## config.mk

```make
export PLATFORM = sky130hd
export DESIGN_NAME = vga_pixel_unpack
export DESIGN_NICKNAME = d
export VERILOG_FILES = /design/src/rtl/vga_pkg.sv /design/src/rtl/vga_rgb565_expand.sv /design/src/rtl/vga_pixel_unpack.sv
export SDC_FILE = /design/constraint.sdc
export NUM_CORES = 1
export LEC_CHECK = 0
export ABC_AREA = 0
export BUFFER_PORTS_ARGS = -buffer_cell sky130_fd_sc_hd__buf_2
export CORE_UTILIZATION = 58
export DETAILED_ROUTE_END_ITERATION = 8
export GPL_TIMING_DRIVEN = 0
export PLACE_DENSITY_LB_ADDON = 0.25
export SLEW_MARGIN = 20
export SYNTH_ARGS = -nofsm -noshare
export SYNTH_HDL_FRONTEND = slang
export SYNTH_HIERARCHICAL = 1
export SYNTH_SLANG_ARGS = --single-unit
export TNS_END_PERCENT = 50
```

## constraint.sdc

```tcl
create_clock -name wb_clk_i -period 3.71 [get_ports wb_clk_i]
set_input_delay 0.371 -clock wb_clk_i [delete_from_list [all_inputs] [get_ports wb_clk_i]]
set_output_delay 0.371 -clock wb_clk_i [all_outputs]
set_load 0.02 [all_outputs]
```

## src/rtl/vga_pkg.sv

```systemverilog
// Shared types and constants for the VGA pixel unpack stage.
//   cd_e    : colour-depth encoding as carried on ctrl_cd
//   state_e : unpack-engine states
//   PIX_W   : output pixel width {R,G,B}
//   CLUT_AW : CLUT index width
package vga_pkg;

    localparam int unsigned FB_DW   = 32;
    localparam int unsigned PIX_W   = 24;
    localparam int unsigned CLUT_AW = 8;
    localparam int unsigned RES_W   = 16;

    typedef enum logic [1:0] {
        CD_8  = 2'b00,
        CD_16 = 2'b01,
        CD_24 = 2'b10,
        CD_32 = 2'b11
    } cd_e;

    typedef enum logic [1:0] {
        IDLE   = 2'b00,
        RUN    = 2'b01,
        LOOKUP = 2'b10
    } state_e;

    // Greyscale byte replicated onto all three channels.
    function automatic logic [PIX_W-1:0] grey8(input logic [7:0] b);
        return {b, b, b};
    endfunction

endpackage

```

## src/rtl/vga_rgb565_expand.sv

```systemverilog
// RGB565 -> RGB888 expansion by MSB replication (purely combinational).
//   i_rgb565   : {r5, g6, b5}
//   o_rgb888_c : {r5,r5[4:2], g6,g6[5:4], b5,b5[4:2]}
module vga_rgb565_expand
    import vga_pkg::*;
(
    input  logic [15:0]      i_rgb565,
    output logic [PIX_W-1:0] o_rgb888_c
);

    assign o_rgb888_c = {i_rgb565[15:11], i_rgb565[15:13],
                         i_rgb565[10:5],  i_rgb565[10:9],
                         i_rgb565[4:0],   i_rgb565[4:2]};

endmodule

```

## src/rtl/vga_pixel_unpack.sv

```systemverilog
// Framebuffer word -> RGB pixel unpacker feeding the line FIFO.
//   wb_clk_i, rst_i         : clock, async active-high reset
//   ctrl_ven/cd/pc          : video enable, colour depth, pseudo-colour select
//   fb_data_fifo_*          : show-ahead word FIFO (q, empty, combinational rreq)
//   line_fifo_*             : line FIFO full input, registered wreq/d
//   clut_req/adr/ack/q      : CLUT lookup handshake
module vga_pixel_unpack #(
    parameter int unsigned FB_DW   = vga_pkg::FB_DW,
    parameter int unsigned PIX_W   = vga_pkg::PIX_W,
    parameter int unsigned CLUT_AW = vga_pkg::CLUT_AW
) (
    input  logic               wb_clk_i,
    input  logic               rst_i,
    input  logic               ctrl_ven,
    input  logic [1:0]         ctrl_cd,
    input  logic               ctrl_pc,
    input  logic [FB_DW-1:0]   fb_data_fifo_q,
    input  logic               fb_data_fifo_empty,
    output logic               fb_data_fifo_rreq,
    input  logic               line_fifo_full_wr,
    output logic               line_fifo_wreq,
    output logic [PIX_W-1:0]   line_fifo_d,
    output logic               clut_req,
    output logic [CLUT_AW-1:0] clut_adr,
    input  logic               clut_ack,
    input  logic [PIX_W-1:0]   clut_q
);

    import vga_pkg::*;

    state_e               r_state, w_state_nxt;
    cd_e                  w_cd;
    logic [FB_DW-1:0]     r_buf;
    logic                 r_buf_vld;
    logic [1:0]           r_idx;
    logic [RES_W-1:0]     r_res;
    logic                 r_pend;
    logic                 r_wreq;
    logic [PIX_W-1:0]     r_d;
    logic                 r_clut_req;
    logic [CLUT_AW-1:0]   r_clut_adr;

    logic                 w_clut_mode, w_avail, w_last, w_issue, w_look, w_ack, w_release;
    logic                 w_adv, w_consume, w_rreq, w_load;
    logic [FB_DW-1:0]     w_word;
    logic [7:0]           w_byte;
    logic [15:0]          w_half;
    logic [PIX_W-1:0]     w_pix, w_pix565;

    assign w_cd        = cd_e'(ctrl_cd);
    assign w_clut_mode = (w_cd == CD_8) && ctrl_pc;

    // Empty buffer bypasses the FIFO head so the first pixel issues on the pop edge.
    assign w_word  = r_buf_vld ? r_buf : fb_data_fifo_q;
    assign w_avail = r_buf_vld || (ctrl_ven && !fb_data_fifo_empty);

    // State register.
    always_ff @(posedge wb_clk_i or posedge rst_i) begin
        if (rst_i) r_state <= IDLE;
        else       r_state <= w_state_nxt;
    end

    // Next state and per-cycle action strobes.
    always_comb begin
        w_state_nxt = r_state;
        w_issue     = 1'b0;
        w_look      = 1'b0;
        w_ack       = 1'b0;
        w_release   = 1'b0;
        if (!ctrl_ven) begin
            w_state_nxt = IDLE;
        end else begin
            case (r_state)
                IDLE: w_state_nxt = RUN;
                RUN: begin
                    if (w_clut_mode) begin
                        if (r_pend) begin
                            w_release = !line_fifo_full_wr;
                        end else if (w_avail) begin
                            w_look      = 1'b1;
                            w_state_nxt = LOOKUP;
                        end
                    end else if (w_avail && !line_fifo_full_wr) begin
                        w_issue = 1'b1;
                    end
                end
                LOOKUP: begin
                    if (clut_ack) begin
                        w_ack       = 1'b1;
                        w_state_nxt = RUN;
                    end
                end
                default: w_state_nxt = IDLE;
            endcase
        end
    end

    // Last pixel of the current word; in 24bpp only phase 2 leaves the word buffered.
    always_comb begin
        w_last = 1'b1;
        case (w_cd)
            CD_8:  w_last = (r_idx == 2'd3);
            CD_16: w_last = r_idx[0];
            CD_24: w_last = (r_idx != 2'd2);
            CD_32: w_last = 1'b1;
        endcase
    end

    assign w_adv             = w_issue || w_look;
    assign w_consume         = w_adv && w_last;
    assign w_rreq            = ctrl_ven && !fb_data_fifo_empty && (!r_buf_vld || w_consume);
    assign w_load            = w_rreq && !(!r_buf_vld && w_consume);
    assign fb_data_fifo_rreq = w_rreq;

    // Pixel selection, MSB first within the word.
    always_comb begin
        w_byte = w_word[31:24];
        case (r_idx)
            2'd0: w_byte = w_word[31:24];
            2'd1: w_byte = w_word[23:16];
            2'd2: w_byte = w_word[15:8];
            2'd3: w_byte = w_word[7:0];
        endcase
    end

    assign w_half = r_idx[0] ? w_word[15:0] : w_word[31:16];

    vga_rgb565_expand u_expand (
        .i_rgb565   (w_half),
        .o_rgb888_c (w_pix565)
    );

    always_comb begin
        w_pix = w_word[23:0];
        case (w_cd)
            CD_8:  w_pix = grey8(w_byte);
            CD_16: w_pix = w_pix565;
            CD_24: begin
                case (r_idx)
                    2'd0: w_pix = w_word[31:8];
                    2'd1: w_pix = {r_res[7:0], w_word[31:16]};
                    2'd2: w_pix = {r_res, w_word[31:24]};
                    2'd3: w_pix = w_word[23:0];
                endcase
            end
            CD_32: w_pix = w_word[23:0];
        endcase
    end

    // Datapath: word buffer, pixel index/residue, CLUT handshake, output stage.
    always_ff @(posedge wb_clk_i or posedge rst_i) begin
        if (rst_i) begin
            r_buf      <= '0;
            r_buf_vld  <= 1'b0;
            r_idx      <= 2'd0;
            r_res      <= '0;
            r_pend     <= 1'b0;
            r_wreq     <= 1'b0;
            r_d        <= '0;
            r_clut_req <= 1'b0;
            r_clut_adr <= '0;
        end else if (!ctrl_ven) begin
            r_buf      <= '0;
            r_buf_vld  <= 1'b0;
            r_idx      <= 2'd0;
            r_res      <= '0;
            r_pend     <= 1'b0;
            r_wreq     <= 1'b0;
            r_d        <= '0;
            r_clut_req <= 1'b0;
            r_clut_adr <= '0;
        end else begin
            r_wreq <= w_issue || w_release || (w_ack && !line_fifo_full_wr);

            if (w_issue)    r_d <= w_pix;
            else if (w_ack) r_d <= clut_q;

            // A CLUT result landing while full waits in the output stage.
            if (w_ack && line_fifo_full_wr) r_pend <= 1'b1;
            else if (w_release)             r_pend <= 1'b0;

            if (w_look) begin
                r_clut_req <= 1'b1;
                r_clut_adr <= CLUT_AW'(w_byte);
            end else if (w_ack) begin
                r_clut_req <= 1'b0;
            end

            if (w_load) begin
                r_buf     <= fb_data_fifo_q;
                r_buf_vld <= 1'b1;
            end else if (w_consume) begin
                r_buf_vld <= 1'b0;
            end

            if (w_adv) begin
                if ((w_cd == CD_32) || ((w_cd == CD_16) && r_idx[0])) r_idx <= 2'd0;
                else                                                  r_idx <= r_idx + 2'd1;
            end

            // 24bpp leftovers: one byte after phase 0, a halfword after phase 1.
            if (w_issue && (w_cd == CD_24)) begin
                if (r_idx == 2'd0)      r_res <= {8'h00, w_word[7:0]};
                else if (r_idx == 2'd1) r_res <= w_word[15:0];
            end
        end
    end

    assign line_fifo_wreq = r_wreq;
    assign line_fifo_d    = r_d;
    assign clut_req       = r_clut_req;
    assign clut_adr       = r_clut_adr;

endmodule
```

== Word-level counts from Yosys, hierarchy flattened ==
Cells that the tools add are included.
Word-level totals
  RAM bits: 0
  memories: 0
  output and inout port bits: 35
  latch bits: 0
  bits of input ports: 65
  bits in registers: 88
  word-level logic and storage cells: 111
  ROM bits: 0
Operators by class
  muxes and demuxes: 52
  $add $sub $neg: 1
  div/mod/pow operators: 0
  shifts and indexed selects: 0
  bitwise logic cells: 0
  $mul: 0
  equality and inequality tests: 22
  order comparisons: 0
  reduce and logical (&&, ||, !) cells: 26
Operators with widths (count)
  one-hot mux 24 bit (4 select lines): 2
  2-to-1 mux 32 bit: 3
  2-to-1 mux 16 bit: 5
  2-to-1 mux 24 bit: 3
  one-hot mux 8 bit (4 select lines): 1
  2-to-1 mux 1 bit: 26
  2-to-1 mux 2 bit: 8
  2-to-1 mux 8 bit: 2
  != test 3 x 1 -> 1 bit (second input constant): 5
  != test 3 bit (second input constant): 4
  logical AND 1 bit: 11
  == test 2 bit (second input constant): 5
  != test 2 x 1 -> 1 bit (second input constant): 4
  == test 2 x 1 -> 1 bit (second input constant): 3
  logical NOT 2 bit: 3
  logical OR 1 bit: 6
  one-hot mux 2 bit (3 select lines): 1
  logical NOT 1 bit: 4
  one-hot mux 1 bit (4 select lines): 1
  AND reduction 4 bit: 1
  adder 2 x 1 -> 2 bit (second input constant): 1
  != test 2 bit (second input constant): 1
  AND reduction 2 bit: 1

== Longest topological paths before layout ==
Gate-level depths: netlist (run 1).
  depth after elaboration: 15
  gate-level depth with buffers: 12
  depth with buffers taken out: 8

== Hierarchy ==
Netlist (run 1), hierarchy kept.
Modules (own cells, without submodules)
  vga_pixel_unpack: area an instance 5962.0 um2, cells each 693, instances 1, sequential area each 2202.1 um2
  vga_rgb565_expand: area an instance 180.2 um2, cells each 24, instances 1, sequential area each 0.0 um2

== Worst setup path after synthesis (run 1) ==
OpenSTA, ideal clock, no wires.
  path type: reg2out
  from: register r_idx[0]
  to: output fb_data_fifo_rreq
  arrival: 2695 ps
  slack: 644 ps
  buffers on the path: 4
  stages on the path, launching flop included: 11
  cell sequence: dfrtp_1 > clkbuf_1 > clkbuf_1 > inv_1 > ha_1 > clkbuf_1 > inv_1 > o22ai_1 > o21ai_1 > clkbuf_1 > and2_1
Between the ends
  word-level cells in the longest chain between the ends: 5
  elaborated cells on any way between the ends: 6
  those cells by class: 2 x eq/ne; 1 x mux; 3 x reduce/logical
RTL lines
  start, declared: RTL line vga_pixel_unpack.sv:35  | logic [1:0] r_idx;
  start signal, assigned: RTL line vga_pixel_unpack.sv:198  | else r_idx <= r_idx + 2'd1;
  != test 2 bit or == test 2 bit (tied branches): RTL line vga_pixel_unpack.sv:104, vga_pixel_unpack.sv:102
  one-hot mux 1 bit (4 select lines) (*): RTL line vga_pixel_unpack.sv:101  | case (w_cd)
  logical AND 1 bit (*): RTL line vga_pixel_unpack.sv:110  | assign w_consume = w_adv && w_last;
  logical OR 1 bit (*): RTL line vga_pixel_unpack.sv:111  | assign w_rreq = ctrl_ven && !fb_data_fifo_empty && (!r_buf_vld || w_consume);
  logical AND 1 bit (*): RTL line vga_pixel_unpack.sv:111
  end, declared: RTL line vga_pixel_unpack.sv:19  | output logic fb_data_fifo_rreq,
Every way passes the cells marked *; elsewhere a longest branch is shown, timed or not.

== Worst setup path after layout (run 1) ==
Same ends and word-level chain as after synthesis.

==> summary.txt, run 1 <==
Status
  • Status: finished, final reports clean

Timing
  • Highest achievable clock rate: around 280 MHz
  • # setup viols final: 0
  • Setup TNS Final: 0 ns
  • Fin. Hold Viols: 0
  • Slew HR: 37.52%
  • Final Max Tran Viols: 0
  • Worst setup margin: between 0.15 and 0.2 ns
  • Tightest Pin Transition: 0.9337 ns
  • Final min period: about 3.5 ns
  • Fin Clk Skew: roughly 0.011 ns
  • Crit share post-route: ~95%
  • RSZ-0062 raised after global routing: false

Yosys
  • Top cell type's share of synthesized area: between 30 and 40%
  • Post-synth ARST share: 100.0%
  • Warnings from Yosys: 6
  • Most used DFF post-synth: dfrtp_1
  • Area leader, netlist: dfrtp_1
  • Seq cells post-synth: a little under 90
  • Synth Instances: 717
  • Register area share after synthesis: between 30% and 40%
  • Distinct cell type count after synthesis: 60
  • Synthesized area per cell: roughly 8.6 um2
  • Synthesized netlist net count: between 700 and 800
  • Mapped Area: between 6000 and 7000 um2
  • Post-synth EDFFs: 0
  • Synth top area cells: dfrtp_1, nor2_1, mux2_2

Routing
  • WL per Instance: 24.35 um
  • TritonRoute pass-1 iters: 8
  • Via density per instance: 7.024
  • DR vias: 6785
  • Initial drt markers: about 800
  • DRC Markers: 0
  • Drt total wl: roughly 24 mm
  • ANT nets after route: 0

Hold path
  • Min-delay worst type: input pin to async pin

Finish
  • Share of cells above drive strength 1: 25.54%
  • Inserted Diodes: 0
  • Area of the multi-input gates: between 3000 and 4000 um2
  • Fillers: about 860
  • Most common cell after layout, fill and taps aside: buf_2
  • Register area: between 2000 and 2500 um2
  • Finished Core Util: between 60% and 70%
  • Area delta synth->final: 14.77%
  • Commonest non-fill, non-tap cells in the layout: buf_2, nor2_1, dfrtp_1
  • Nets@finish: 894
  • Fin area: between 7000 and 8000 um2

Worst setup path
  • WP data required: 3.34 ns
  • Critical Path Stages: 9
  • Crit path largest cell delay: approximately 0.53 ns
  • Max stage delay cell, worst path: dfrtp_2
  • Max FO, Critical Path: 19
  • Critical path's top delay family: buffers and inverters
  • Reg2Reg Depth: 10
  • Crit-path most repeated cell: inv_1
  • Worst r2r dst: r_buf[11]
  • Buffers & Inverters on Critical Path: 5
  • CP endpoint: fb_data_fifo_rreq
  • CP Data Arrival Time: approximately 3.1 ns
  • CP Launch Type: register
  • CP cell instances: clkbuf_4, inv_1, ha_2, inv_1, o22ai_1, o21ai_2, clkbuf_2, and2_1, buf_2
  • Worst R2R Setup Slack: 0.55 ns
  • Crit end category: primary output
  • Crit. Startpoint: r_idx[0]
  • Worst R2R Start: r_idx[0]
  • CP Class: register to primary output

Clock network
  • TritonCTS Buffers: 9
  • Hold Buf Count CTS: 0
  • Clk buf depth: 2
  • Root Buffer: clkbuf_8
  • Clk sinks: between 80 and 90
  • Clock Latency Late Sink: 0.38 ns
  • Clk slew on worst S/H paths: approximately 0.10 ns
  • CTS H-tree lvls: 3
  • CTS tree: built

Floorplan
  • Die area: about 11000 um2
  • Chip width: approximately 100 um
  • Rows: 37
  • Core ar.: 10280 um2
  • Initial Util: 59.76%
  • Die Y: roughly 100 um
  • I/O pin total: 100

GRT
  • Initial antenna violation count: 0
  • First-pass GRT wire length: about 36 mm
  • Vias in the first global route: 6621
  • Total gr overflow: 0
  • Largest net degree at the start of global routing: between 50 and 60
  • GRT Total Usage: 43.24%

Placed design
  • RePlAce Congestion: ~0.99
  • Placed Area: slightly below 7000 um2
  • Dpl hpwl: about 18 mm
  • PortBufs: 98
  • Dpl ws: -0.6673 ns

Power
  • Cell Pwr Density: 374.7 nW/um2
  • Maximum vdd ir drop: about 0.22 mV
  • Leak Pwr: between 0.003 and 0.004 uW

Run
  • Maxcap violations: 0
==> power by group <==
part	switching, uW	leakage [uW]	total (uW)	internal (uW)
logic	519	0.00181	826	306
registers	54.1	0.00117	1090	1030
clock network	398	0.000102	731	332
total	971	0.00309	2640	1670
==> cells in the mapped netlist (6+ instances only) <==
library cell  number
mux2_2            30
o22ai_1           26
o32ai_1           11
buf_6              6
dfrtp_1           88
inv_1             11
nor3_1             7
o21ai_0           35
nor2_1            98
o21ai_1           31
a211oi_1          14
a221oi_1          22
clkbuf_1          33
a21oi_1           37
buf_4             28
buf_1              7
mux2i_1           20
a311oi_1          15
nand2_1           74
buf_2              9
nand4_1           33
==> metrics by stage <==
stage               total power, uW  std cells  hold slack (ns)
floorplan                      1617        717           0.4509
global placement               1871        951           0.4626
detailed placement             1897        952           0.4298
CTS                            2609        967          0.02046
global route                   2712        966          0.03671
finish                         2641        966          0.01015
==> logic make-up after synthesis <==
logic type	after synthesis	synth area share, %
buffers and inverters	94	8.372
multiplexers	55	10.59
AO/OA/AOI/OAI	236	26.40
adder cells (fa/ha/maj)	4	0.8149
flip-flops	88	35.85
AND/OR/NAND/NOR	240	17.97
==> registers in the layout, summed over array words and instances (netlist names) <==
| signal | cells |
|---|---|
| clut_adr | 8 |
| clut_req | 1 |
| line_fifo_d | 24 |
| line_fifo_wreq | 1 |
| r_buf | 32 |
| r_buf_vld | 1 |
| r_idx | 2 |
| r_pend | 1 |
| r_res | 16 |
| r_state | 2 |
==> routing by layer <==
metal  GRT usage, %  vias up  share of wire, %
met5              0        -                 0
met4          23.94        0               5.3
met3          8.110      105                11
met2          68.31      515                46
met1          55.99     3277                38
li1               -     2888                 -
==> worst reg2reg max path, stage by stage (launching register included) <==
cell and delay [ns]:
dfrtp_2 0.52, clkbuf_4 0.32, inv_1 0.17, ha_2 0.33, inv_1 0.21, o22ai_1 0.39
or3_1 0.17, buf_2 0.16, buf_1 0.48, nand4_1 0.23, o21ai_1 0.12
==> worst min-delay path by stage <==
| stage | cells past startpoint | endpoint | slack (ns) | start |
|---|---|---|---|---|
| after CTS | 2 | r_buf[22] | 0.02 | rst_i |
| final | 2 | r_buf[22] | 0.01 | rst_i |
| after detailed placement | 2 | r_buf[22] | 0.43 | rst_i |
| after global placement | 2 | r_res[12] | 0.46 | r_res[12] |
| after global routing | 2 | r_buf[22] | 0.04 | rst_i |
| after floorplan | 2 | r_res[11] | 0.45 | r_res[11] |
==> repair_timing <==
item	in CTS	in global routing
gates cloned	0	0
endpoints found under the setup margin	46	1
buffers inserted	0	0
gates resized for setup	5	1
==> cell type report <==
| type | count | area share, % |
|---|---|---|
| Tap cell | 136 | 2.414 |
| Clock inverter | 6 | 0.9762 |
| Clock buffer | 10 | 1.952 |
| Timing Repair Buffer | 99 | 7.348 |
| Inverter | 11 | 0.6212 |
| Buffer | 81 | 6.674 |
| Sequential cell | 88 | 31.26 |
| Multi-Input combinational cell | 535 | 48.76 |
No activity file was read; power rests on OpenSTA's default activity.
==> run 2, diff against run 1 <==
--- a/config.mk
+++ b/config.mk
@@ -7,13 +7,12 @@
 export LEC_CHECK = 0
 export ABC_AREA = 0
 export BUFFER_PORTS_ARGS = -buffer_cell sky130_fd_sc_hd__buf_2
-export CORE_UTILIZATION = 58
+export CORE_UTILIZATION = 57
 export DETAILED_ROUTE_END_ITERATION = 8
 export GPL_TIMING_DRIVEN = 0
 export PLACE_DENSITY_LB_ADDON = 0.25
 export SLEW_MARGIN = 20
 export SYNTH_ARGS = -nofsm -noshare
 export SYNTH_HDL_FRONTEND = slang
-export SYNTH_HIERARCHICAL = 1
 export SYNTH_SLANG_ARGS = --single-unit
 export TNS_END_PERCENT = 50
==> constraint.sdc (replaced) <==
create_clock -name wb_clk_i -period 3.9 [get_ports wb_clk_i]
set_input_delay 0.39 -clock wb_clk_i [delete_from_list [all_inputs] [get_ports wb_clk_i]]
set_output_delay 0.39 -clock wb_clk_i [all_outputs]
set_load 0.02 [all_outputs]
==> summary.txt, run 2 <==
Yosys
  • Post-synth top cells: dfrtp_1, nand2_1, a21oi_1
  • Distinct cell type count after synthesis: 56 (-6.7%)
  • Most used DFF post-synth: dfrtp_1
  • Mapped Area: 5806 um2 (-5.5%)
  • Synthesized area per cell: 8.959 um2 (+4.6%)
  • Post-Synth Simple-Gate Area: 15.80% (-2.2 points)
  • Main combinational cell family by area after synthesis: compound AO/OA/AOI/OAI gates
  • Synth Area in Adders: 0.8621% (+0.047 points)
  • Synth Area in XOR/XNOR: 0% (unchanged)
  • Top cell type's share of synthesized area: 37.93% (+2.1 points)
  • Synth Instances: 648 (-9.6%)
  • Fraction of the mapped netlist area in compound gates: 29.70% (+3.3 points)
  • Post-synth ARST share: 100.0% (unchanged)
  • Register area share after synthesis: 37.93% (+2.1 points)
  • Warnings from Yosys: 0 (-6)
  • Top-count cell post-synth: dfrtp_1
  • Synth top area cells: dfrtp_1, mux2_2, a221oi_1
  • Post-synth EDFFs: 0 (unchanged)
  • Seq cells post-synth: 88 (unchanged)
  • Multiplexer share of the synthesized area: 10.41% (-0.18 points)
  • Area leader, netlist: dfrtp_1
  • Synthesized netlist net count: 717 (-8.8%)

Floorplan
  • Initial Util: 59.12% (-0.64 points)
  • Core ar.: 9819 um2 (-4.5%)
  • I/O pin total: 100 (unchanged)
  • Die area: 10590 um2 (-3.7%)
  • Chip width: 102.9 um (-1.9%)
  • Die Y: 102.9 um (-1.9%)
  • Rows: 36 (-2.7%)

Timing
  • Final Max Tran Viols: 0 (unchanged)
  • Final min period: ~3.6 ns
  • Fin. Hold Viols: 0 (unchanged)
  • # setup viols final: 0 (unchanged)
  • Slew HR: 25.94% (-12 points)
  • Worst setup margin: 0.2608 ns (+0.06671 ns)
  • Highest achievable clock rate: 274.8 MHz
  • Setup TNS Final: 0 ns (unchanged)
  • Fin Clk Skew: 0.01314 ns (+0.001845 ns)
  • RSZ-0062 raised after global routing: false
  • Tightest Pin Transition: 1.102 ns (+0.1681 ns)
  • Crit share post-route: 93.31%

GRT
  • Met3 Usage GRT: 13.29% (+5.2 points)
  • GRT met2 Usage: 67.90% (-0.41 points)
  • Largest net degree at the start of global routing: 46 (-19%)
  • Total gr overflow: 0 (unchanged)
  • First-pass GRT wire length: 34.92 mm (-3.1%)
  • GRT Max-Usage Layer: met2
  • GR Layer Usage met1: 58.43% (+2.4 points)
  • Initial antenna violation count: 1 (+1)
  • GRT Total Usage: 45.43% (+2.2 points)
  • Vias in the first global route: 6148 (-7.1%)

Finish
  • Nets@finish: 826 (-7.6%)
  • Max reg flops: 32 (unchanged)
  • Area delta synth->final: 15.50%
  • Commonest non-fill, non-tap cells in the layout: buf_2, dfrtp_1, nand2_1
  • Share of cells above drive strength 1: 22.89% (-2.6 points)
  • Most common cell after layout, fill and taps aside: buf_2
  • Inserted Diodes: 0 (unchanged)
  • Largest register by flop count: r_buf
  • Fillers: 809 (-5.7%)

Worst setup path
  • Reg2Reg Depth: 9 (-1)
  • Crit path largest cell delay: 0.58 ns (+0.05 ns)
  • CP Class: register to register
  • Buffers & Inverters on Critical Path: 4 (-1)
  • Max FO, Critical Path: 10 (-9)
  • CP Data Arrival Time: 3.94 ns (+0.80 ns)
  • CP cell instances: clkbuf_2, inv_1, ha_1, clkbuf_1, clkbuf_1, nand2_1, a21oi_1, o221ai_1, a21oi_1
  • Critical Path Stages: 9 (unchanged)
  • Crit end category: register
  • CP Launch Type: register
  • WP data required: 4.21 ns (+0.87 ns)
  • Critical path's top delay family: buffers and inverters
  • Max stage delay cell, worst path: clkbuf_1

Clock network
  • CTS tree: built
  • Clock Latency Late Sink: 0.38 ns (about the same)
  • CTS H-tree lvls: 3 (unchanged)
  • TritonCTS Buffers: 9 (unchanged)
  • Hold Buf Count CTS: 0 (unchanged)
  • Clk slew on worst S/H paths: 0.10 ns (about the same)
  • Clk buf depth: 2 (unchanged)
  • Clk sinks: 88 (unchanged)
  • Root Buffer: clkbuf_8

Routing
  • Drt total wl: 23.15 mm (-1.6%)
  • DRC Markers: 0 (unchanged)
  • WL per Instance: 25.92 um (+6.5%)
  • ANT nets after route: 0 (unchanged)
  • TritonRoute pass-1 iters: 6 (-2)
  • Initial drt markers: 1035 (+33%)
  • DR vias: 6443 (-5.0%)
  • Via density per instance: 7.215 (+2.7%)

Run
  • Maxcap violations: 0 (unchanged)

Placed design
  • RePlAce Congestion: 1.090 (+9.8%)
  • PortBufs: 97 (-1.0%)
  • Dpl ws: 0.4802 ns (+1.147 ns)
  • Dpl hpwl: 17.00 mm (-4.9%)

Power
  • Cell Pwr Density: 361.2 nW/um2 (-3.6%)
  • Maximum vdd ir drop: 0.2616 mV (+20%)
  • Leak Pwr: 0.002829 uW (-8.4%)

Hold path
  • Min-delay worst type: input pin to async pin

Status
  • Status: finished, final reports clean
==> run 2: cell count changes in the layout (fill, tap and decap cells not counted), moves of 10 or more <==
cell,previous run,this run
a221oi_1,22,37
a21oi_1,37,47
clkbuf_1,29,43
buf_4,28,4
o32ai_1,11,0
a22o_1,3,24
o221ai_1,1,31
a211oi_1,14,1
o22ai_1,26,6
nor2_1,98,44
a311oi_1,15,0
==> run 2: cell type report <==
cell class                 count  area [um2]  share of cell area, %
multi-input combinational    490        3304                  49.28
sequential                    88        2202                  32.84
timing repair buffer          98       513.0                  7.651
buffer                        59       267.8                  3.993
tap                          133       166.4                  2.482
clock buffer                   9       123.9                  1.847
clock inverter                 5       83.83                  1.250
inverter                      11       43.79                 0.6531
==> run 2: layer usage <==
metal | up-vias | wire [um]
met5 | - | 0
met4 | 0 | 1425
met3 | 117 | 3116
met2 | 553 | 9982
met1 | 3044 | 8622
li1 | 2729 | -
==> run 2: what timing repair did <==
action,in CTS,in global routing
gates resized for setup,0,3
setup endpoints to repair,0,1
setup buffers,0,0
hold endpoints to repair,0,0
==> run 2: cells by family after synthesis <==
group	Yosys count
AO/OA/AOI/OAI	247
AND/OR/NAND/NOR	186
flip-flops	88
buffers and inverters	70
multiplexers	53
adder cells (fa/ha/maj)	4
==> run 2: final timing paths <==
kind	end	from	slack (ns)
setup / recovery	line_fifo_d[23]	r_idx[0]	0.26
setup reg to reg	line_fifo_d[23]	r_idx[0]	0.26
min in group wb_clk_i	r_buf[25]	fb_data_fifo_q[25]	0.26
hold / removal	r_state[1]	rst_i	0.07
hold reg to reg	clut_adr[7]	clut_adr[7]	0.51
max in group asynchronous	r_buf[18]	rst_i	3.19
==> run 2: power by group <==
group | total, uW | internal [uW] | switching, uW
Combinational | 717 | 227 | 490
Sequential | 1000 | 967 | 36.5
Clock | 702 | 355 | 347
==> run 2: per-stage QoR <==
stage	cells	util [%]	hold WS, ns	power, uW	area [um2]
2_1_floorplan	648	-	0.4743	1441	5806
3_5_place_dp	879	66.12	0.4844	1699	6492
6_report	893	68.28	0.06583	2422	6705
3_3_place_gp	878	65.76	0.4782	1687	6457
5_1_grt	893	68.28	0.1249	2489	6705
4_1_cts	893	68.23	0.09075	2382	6700
==> run 2: worst register-to-register path, cell delays in order (launching register included) <==
cell and delay, ns:
dfrtp_1 0.44, clkbuf_2 0.25, inv_1 0.18, ha_1 0.36, clkbuf_1 0.58, clkbuf_1 0.55, nand2_1 0.10, a21oi_1 0.54
o221ai_1 0.35, a21oi_1 0.23
